**config.mk**
```make
export PLATFORM = sky130hd
export DESIGN_NAME = mul_add_pipe_reg_flat
export DESIGN_NICKNAME = d
export VERILOG_FILES = /design/src/rtl/mul_add_pipe_reg_if.sv /design/src/rtl/mul_add_pipe_reg.sv /design/src/flat_wrapper.sv
export SDC_FILE = /design/constraint.sdc
export NUM_CORES = 2
export LEC_CHECK = 0
export BUFFER_PORTS_ARGS = -buffer_cell sky130_fd_sc_hd__buf_2
export CAP_MARGIN = 20
export CORE_AREA = 2 2 510 512
export CTS_BUF_LIST = sky130_fd_sc_hd__clkbuf_4
export CTS_CLUSTER_SIZE = 12
export DETAILED_ROUTE_END_ITERATION = 8
export DIE_AREA = 0 0 512 514
export GPL_ROUTABILITY_DRIVEN = 0
export GPL_TIMING_DRIVEN = 0
export RECOVER_POWER = 50
export SLEW_MARGIN = 30
export SYNTH_ARGS = -nofsm -noshare
export SYNTH_HDL_FRONTEND = slang
export SYNTH_SLANG_ARGS = --single-unit
```
**constraint.sdc**
```tcl
create_clock -name clk -period 2.3 [get_ports clk]
set_clock_uncertainty 0.15 [all_clocks]
set_input_delay 0.115 -clock clk [delete_from_list [all_inputs] [get_ports clk]]
set_output_delay 0.115 -clock clk [all_outputs]
set_load 0.03 [all_outputs]
```
**src/rtl/mul_add_pipe_reg_if.sv**
```systemverilog
// One valid/ready beat of partial products plus the sign/exponent side-band.
// The master drives valid and the payload; the slave drives ready.
interface mul_add_pipe_reg_if #(
   parameter int NUM_PP = 13,
   parameter int PP_W   = 49,
   parameter int EXP_W  = 9
);
   logic                   valid;
   logic                   ready;
   logic [NUM_PP*PP_W-1:0] pp;
   logic                   sign;
   logic [EXP_W-1:0]       expc;

   modport master (output valid, output pp, output sign, output expc, input ready);
   modport slave  (input valid, input pp, input sign, input expc, output ready);
endinterface

```
**src/rtl/mul_add_pipe_reg.sv**
```systemverilog
// Registered two-entry skid stage between the partial-product generator and the adder tree.
// Optional macro MUL_ADD_STALL_CNT_EN adds a saturating 16-bit output stall counter.
module mul_add_pipe_reg #(
   parameter int NUM_PP = 13,
   parameter int PP_W   = 49,
   parameter int EXP_W  = 9
) (
   input  logic clk,
   input  logic rst_n,
   input  logic flush,
   mul_add_pipe_reg_if.slave  in_if,
   mul_add_pipe_reg_if.master out_if
`ifdef MUL_ADD_STALL_CNT_EN
   ,
   output logic [15:0] stall_cnt
`endif
);
   localparam int PP_BITS = NUM_PP * PP_W;
   localparam int PAY_W   = PP_BITS + 1 + EXP_W;

   typedef enum logic [1:0] {
      ST_EMPTY = 2'd0,
      ST_BUSY  = 2'd1,
      ST_FULL  = 2'd2
   } state_e;

   state_e           state_q, state_d;
   logic             in_ready_q, in_ready_d;
   logic             out_valid_q, out_valid_d;
   logic [PAY_W-1:0] main_q, main_d;
   logic [PAY_W-1:0] skid_q, skid_d;
   logic [PAY_W-1:0] in_pay_s;
   logic             accept_s;
   logic             xfer_s;

   assign in_pay_s = {in_if.pp, in_if.sign, in_if.expc};
   assign accept_s = in_if.valid & in_ready_q;
   assign xfer_s   = out_valid_q & out_if.ready;

   // Next-state and payload routing; flush wins over accept/transfer and leaves payloads untouched.
   always_comb begin
      state_d = state_q;
      main_d  = main_q;
      skid_d  = skid_q;
      if (flush) begin
         state_d = ST_EMPTY;
      end else begin
         case (state_q)
            ST_EMPTY: begin
               if (accept_s) begin
                  main_d  = in_pay_s;
                  state_d = ST_BUSY;
               end else begin
                  state_d = ST_EMPTY;
               end
            end
            ST_BUSY: begin
               if (accept_s && xfer_s) begin
                  main_d  = in_pay_s;
                  state_d = ST_BUSY;
               end else if (accept_s) begin
                  skid_d  = in_pay_s;
                  state_d = ST_FULL;
               end else if (xfer_s) begin
                  state_d = ST_EMPTY;
               end else begin
                  state_d = ST_BUSY;
               end
            end
            ST_FULL: begin
               if (xfer_s) begin
                  main_d  = skid_q;
                  state_d = ST_BUSY;
               end else begin
                  state_d = ST_FULL;
               end
            end
            default: begin
               state_d = ST_EMPTY;
            end
         endcase
      end
      in_ready_d  = (state_d != ST_FULL);
      out_valid_d = (state_d != ST_EMPTY);
   end

   // State, handshake flags and payload registers; in_ready stays low until the first edge after reset.
   always_ff @(posedge clk or negedge rst_n) begin
      if (!rst_n) begin
         state_q     <= ST_EMPTY;
         in_ready_q  <= 1'b0;
         out_valid_q <= 1'b0;
         main_q      <= {PAY_W{1'b0}};
         skid_q      <= {PAY_W{1'b0}};
      end else begin
         state_q     <= state_d;
         in_ready_q  <= in_ready_d;
         out_valid_q <= out_valid_d;
         main_q      <= main_d;
         skid_q      <= skid_d;
      end
   end

   assign in_if.ready  = in_ready_q;
   assign out_if.valid = out_valid_q;
   assign out_if.pp    = main_q[PAY_W-1 -: PP_BITS];
   assign out_if.sign  = main_q[EXP_W];
   assign out_if.expc  = main_q[EXP_W-1:0];

`ifdef MUL_ADD_STALL_CNT_EN
   logic [15:0] stall_cnt_q, stall_cnt_d;

   // Saturating count of cycles a held beat is refused downstream.
   always_comb begin
      stall_cnt_d = stall_cnt_q;
      if (flush) begin
         stall_cnt_d = 16'd0;
      end else if (out_valid_q && !out_if.ready && (stall_cnt_q != 16'hFFFF)) begin
         stall_cnt_d = stall_cnt_q + 16'd1;
      end else begin
         stall_cnt_d = stall_cnt_q;
      end
   end

   // Stall counter register.
   always_ff @(posedge clk or negedge rst_n) begin
      if (!rst_n) begin
         stall_cnt_q <= 16'd0;
      end else begin
         stall_cnt_q <= stall_cnt_d;
      end
   end

   assign stall_cnt = stall_cnt_q;
`endif
endmodule

```
**src/flat_wrapper.sv**
```systemverilog
// flat-port wrapper written by rule: the top's interface ports become plain ports
module mul_add_pipe_reg_flat 
#(
   parameter int NUM_PP = 13,
   parameter int PP_W   = 49,
   parameter int EXP_W  = 9
)
  (clk, rst_n, flush, in_if_valid, in_if_pp, in_if_sign, in_if_expc, in_if_ready, out_if_valid, out_if_pp, out_if_sign, out_if_expc, out_if_ready);
  mul_add_pipe_reg_if #(.NUM_PP(NUM_PP), .PP_W(PP_W), .EXP_W(EXP_W)) in_if_i ();
  mul_add_pipe_reg_if #(.NUM_PP(NUM_PP), .PP_W(PP_W), .EXP_W(EXP_W)) out_if_i ();
  input  logic clk;
  input  logic rst_n;
  input  logic flush;
  input wire logic [$bits(in_if_i.valid)-1:0] in_if_valid;
  input wire logic [$bits(in_if_i.pp)-1:0] in_if_pp;
  input wire logic [$bits(in_if_i.sign)-1:0] in_if_sign;
  input wire logic [$bits(in_if_i.expc)-1:0] in_if_expc;
  output wire logic [$bits(in_if_i.ready)-1:0] in_if_ready;
  output wire logic [$bits(out_if_i.valid)-1:0] out_if_valid;
  output wire logic [$bits(out_if_i.pp)-1:0] out_if_pp;
  output wire logic [$bits(out_if_i.sign)-1:0] out_if_sign;
  output wire logic [$bits(out_if_i.expc)-1:0] out_if_expc;
  input wire logic [$bits(out_if_i.ready)-1:0] out_if_ready;
  assign in_if_i.valid = in_if_valid;
  assign in_if_i.pp = in_if_pp;
  assign in_if_i.sign = in_if_sign;
  assign in_if_i.expc = in_if_expc;
  assign in_if_ready = in_if_i.ready;
  assign out_if_valid = out_if_i.valid;
  assign out_if_pp = out_if_i.pp;
  assign out_if_sign = out_if_i.sign;
  assign out_if_expc = out_if_i.expc;
  assign out_if_i.ready = out_if_ready;
  mul_add_pipe_reg #(.NUM_PP(NUM_PP), .PP_W(PP_W), .EXP_W(EXP_W)) u_core (.clk(clk), .rst_n(rst_n), .flush(flush), .in_if(in_if_i), .out_if(out_if_i));
endmodule
```
==> flow_results.xml <==
<?xml version="1.0" encoding="UTF-8"?>
<metrics>
  <group name="synthesis">
    <metric name="synthesis.nets" unit="">5497</metric>
    <metric name="ys_seq_area_frac" unit="">0.583</metric>
    <metric name="synthesis.area_per_instance" unit="um2">11.5</metric>
    <metric name="syn-instance-count" unit="">4844</metric>
    <metric name="synth-warning-count" unit="">0</metric>
    <metric name="flop_and_latch_count_out_of_synthesis" unit="">1298</metric>
    <metric name="synthesis.area" unit="um2">55700</metric>
    <metric name="netlist-cell-type-count" unit="">19</metric>
  </group>
  <group name="floorplanning">
    <metric name="initial_core_util" unit="">0.216</metric>
    <metric name="boundaryPins" unit="">1301</metric>
    <metric name="core-area" unit="um2">258000</metric>
    <metric name="fp.dieH" unit="um">514</metric>
    <metric name="row_count" unit="">187</metric>
    <metric name="dieWidth" unit="um">512</metric>
    <metric name="die-area" unit="um2">263000</metric>
  </group>
  <group name="placement">
    <metric name="place.port_buffers" unit="">1299</metric>
    <metric name="placed_wire_length_estimate_after_detailed_placement" unit="mm">189</metric>
    <metric name="dp.cells" unit="">9566</metric>
  </group>
  <group name="finish">
    <metric name="layout.cells.most_common_list" unit="">nand2_1, dlygate4sd3_1, buf_2</metric>
    <metric name="nets" unit="">9202</metric>
    <metric name="drive_above_1_share" unit="">0.400</metric>
    <metric name="final_cells" unit="">12200</metric>
    <metric name="final-seq-area" unit="um2">32500</metric>
    <metric name="area_delta_synth_final" unit="%">71.4</metric>
    <metric name="n_fill_cell" unit="">23800</metric>
    <metric name="most_frequent_standard_cell_in_the_layout_excluding_fill_and_tap_cells" unit="">nand2_1</metric>
    <metric name="multiInputGateArea" unit="um2">23000</metric>
  </group>
  <group name="detailed_routing">
    <metric name="drt_iter0_markers" unit="">3871</metric>
    <metric name="via_per_inst" unit="">4.58</metric>
    <metric name="routed-wl-met3" unit="mm">32.5</metric>
    <metric name="detailroute.wirelength.met2" unit="mm">130</metric>
    <metric name="detail-route-antenna-nets" unit="">0</metric>
    <metric name="num_vias" unit="">56000</metric>
    <metric name="detail_route.wirelength.met1" unit="mm">105</metric>
    <metric name="postRouteWirelength" unit="mm">292</metric>
    <metric name="route.detailed.wl_per_inst" unit="um">23.9</metric>
    <metric name="dr.max_layer_used" unit="">met5</metric>
    <metric name="route.detailed.drc" unit="">0</metric>
    <metric name="drt_first_pass_iters" unit="">7</metric>
  </group>
  <group name="critical_path">
    <metric name="worst-path-max-fanout" unit="">10</metric>
    <metric name="worst_ep_arrival_time" unit="ns">3.74</metric>
    <metric name="timing.critical_path.from_type" unit="">register</metric>
    <metric name="worst-setup-path-type" unit="">reg2reg</metric>
    <metric name="worstPathRequired" unit="ns">3.36</metric>
    <metric name="rrSetupSlack" unit="ns">-0.38</metric>
    <metric name="worst_setup_path_end_kind" unit="">register</metric>
  </group>
  <group name="timing">
    <metric name="hold_viol" unit="">223</metric>
    <metric name="max_slew.worst_pin.slew" unit="ns">1.47</metric>
    <metric name="maxClockFrequency" unit="MHz">373</metric>
    <metric name="hold-worst-slack" unit="ns">-0.571</metric>
    <metric name="setup_viol" unit="">1000</metric>
    <metric name="period_share" unit="">1.17</metric>
    <metric name="grt_setup_unrepaired" unit="">true</metric>
    <metric name="fin_ws" unit="ns">-0.380</metric>
    <metric name="finalCriticalPeriod" unit="ns">2.68</metric>
    <metric name="final_max_slew_viol_count" unit="">0</metric>
    <metric name="remaining_max_slew_budget_at_the_tightest_pin" unit="">0.0188</metric>
  </group>
  <group name="clocking">
    <metric name="clock_tree.root_cell" unit="">clkbuf_4</metric>
    <metric name="cts_max_path_buffers" unit="">4</metric>
    <metric name="ctsHtreeMaxLevel" unit="">5</metric>
    <metric name="clk_pin_slew_worst_paths" unit="ns">0.08</metric>
    <metric name="tritoncts_clock_tree" unit="">done</metric>
    <metric name="clock_sink_count" unit="">1298</metric>
    <metric name="cts_buffers" unit="">363</metric>
    <metric name="worstSkewPairLatency" unit="ns">1.29</metric>
  </group>
  <group name="global_routing">
    <metric name="via_count_of_the_first_global_routing_pass" unit="">59600</metric>
    <metric name="grt.total_usage" unit="">0.206</metric>
    <metric name="grt_antenna_before_repair" unit="">64</metric>
    <metric name="grt_start_max_net_pins" unit="">119</metric>
    <metric name="wire_length_of_the_first_global_routing_pass" unit="mm">402</metric>
    <metric name="global_route.overflow_total" unit="">0</metric>
  </group>
  <group name="pwr">
    <metric name="power.switching" unit="mW">35.0</metric>
    <metric name="clock_power_share" unit="">0.244</metric>
    <metric name="peakVddDrop" unit="V">0.000778</metric>
    <metric name="power.switching_fraction" unit="">0.386</metric>
    <metric name="p_leak" unit="nW">45.4</metric>
    <metric name="share_comb_of_total_power" unit="">0.357</metric>
    <metric name="p_seq_frac" unit="">0.399</metric>
    <metric name="pwr_density_cell" unit="nW/um2">950</metric>
    <metric name="cell_internal_pwr" unit="mW">55.7</metric>
  </group>
  <group name="worst_hold_path">
    <metric name="hold_wc_path_type" unit="">in2async</metric>
  </group>
  <group name="job">
    <metric name="timing.max_cap.violations" unit="">0</metric>
  </group>
  <group name="outcome">
    <metric name="run_status" unit="">finished, violations left</metric>
    <metric name="violations" unit="">hold timing, setup timing</metric>
  </group>
</metrics>
flip-flops by register name, summed over array words and instances (netlist names):
register and count:
u_core.skid_q 647, u_core.state_q 2, u_core.out_if.valid 1, u_core.main_q 647, u_core.in_if.ready 1
path summary, 6_finish.rpt:
| path | end | cells past startpoint | startpoint |
|---|---|---|---|
| worst max-delay path | u_core.main_q[223] | 9 | u_core.state_q[0] |
| worst min-delay path | u_core.skid_q[281] | 10 | rst_n |
| worst max register to register | u_core.main_q[223] | 9 | u_core.state_q[0] |
| worst min register to register | u_core.main_q[192] | 1 | u_core.main_q[192] |
| max in group asynchronous | u_core.main_q[73] | 15 | rst_n |
| min in group clk | u_core.skid_q[396] | 4 | in_if_pp[386] |
cell usage after synthesis (all sizes together):
cell type  number  share of area
ha              1        0.00022
nand3b          1        0.00013
clkbuf        141         0.0095
nand2b          2        0.00022
o22a            2        0.00031
mux2i           1        0.00018
nor2            5        0.00034
and2            1        0.00011
o21bai          1        0.00013
a21oi           2        0.00018
mux2         1294           0.26
nand2        1944           0.13
a2111oi         1        0.00049
or2             1        0.00011
buf           147          0.013
nor2b           1        0.00011
dfrtp        1298           0.58
nor3            1       0.000090
area by class of cell:
type,instances,share of cell area
Sequential cell,1298,0.340
Timing Repair Buffer,3341,0.296
Multi-Input combinational cell,3258,0.241
Tap cell,3402,0.0445
Clock buffer,521,0.0409
Buffer,287,0.0304
Clock inverter,92,0.00621
Antenna cell,45,0.00118
worst max-delay path, cell delays in order, from the launching register on:
cell and delay, ns:
dfrtp_1 0.37, buf_6 0.13, nand2b_4 0.14, buf_12 0.15, buf_12 0.13, clkbuf_2 0.31
clkbuf_2 0.34, nand2_1 0.15, nand2_1 0.33, mux2_2 0.41
routing by layer:
layer / GRT usage / vias up
met5: 0 / -
met4: 0.149 / 34
met3: 0.0871 / 1322
met2: 0.326 / 3514
met1: 0.221 / 27600
li1: - / 23600
power groups by stage:
| stage | clock network [mW] | registers [mW] | logic, mW |
|---|---|---|---|
| after global placement | 0 | 35.3 | 25.8 |
| after CTS | 22.3 | 35.3 | 30.0 |
| after global routing | 23.9 | 36.8 | 33.8 |
| after detailed placement | 0 | 35.6 | 26.4 |
| after floorplan | 0 | 41.7 | 9.29 |
| final | 22.2 | 36.2 | 32.4 |
cells by family after synthesis:
logic type               synth area share
multiplexers                        0.262
adder cells (fa/ha/maj)          0.000224
AO/OA/AOI/OAI                     0.00112
flip-flops                          0.583
buffers and inverters              0.0223
AND/OR/NAND/NOR                     0.132
timing repair:
item	CTS	global route
buffers inserted	22	26
hold buffers	1920	3
resized for setup	330	534
endpoints found under the setup margin	1854	1938
pin swaps	4	0
hold endpoints to repair	1971	243
gates cloned	12	39
through the flow:
step                setup slack, ns  power [mW]  utilization   TNS, ns  instance area, um2
floorplan                   -0.0656        51.0            -    -25.65               55900
global placement             -30.50        61.1        0.258         -               66600
detailed placement            -1.74        62.0        0.260  -1743.64               67100
CTS                          -0.310        87.5        0.359   -250.75               92600
global route                 -0.461        94.5        0.370   -263.58               95500
finish                       -0.380        90.8        0.370    -93.32               95600
Power figures use the tool's default switching activity.
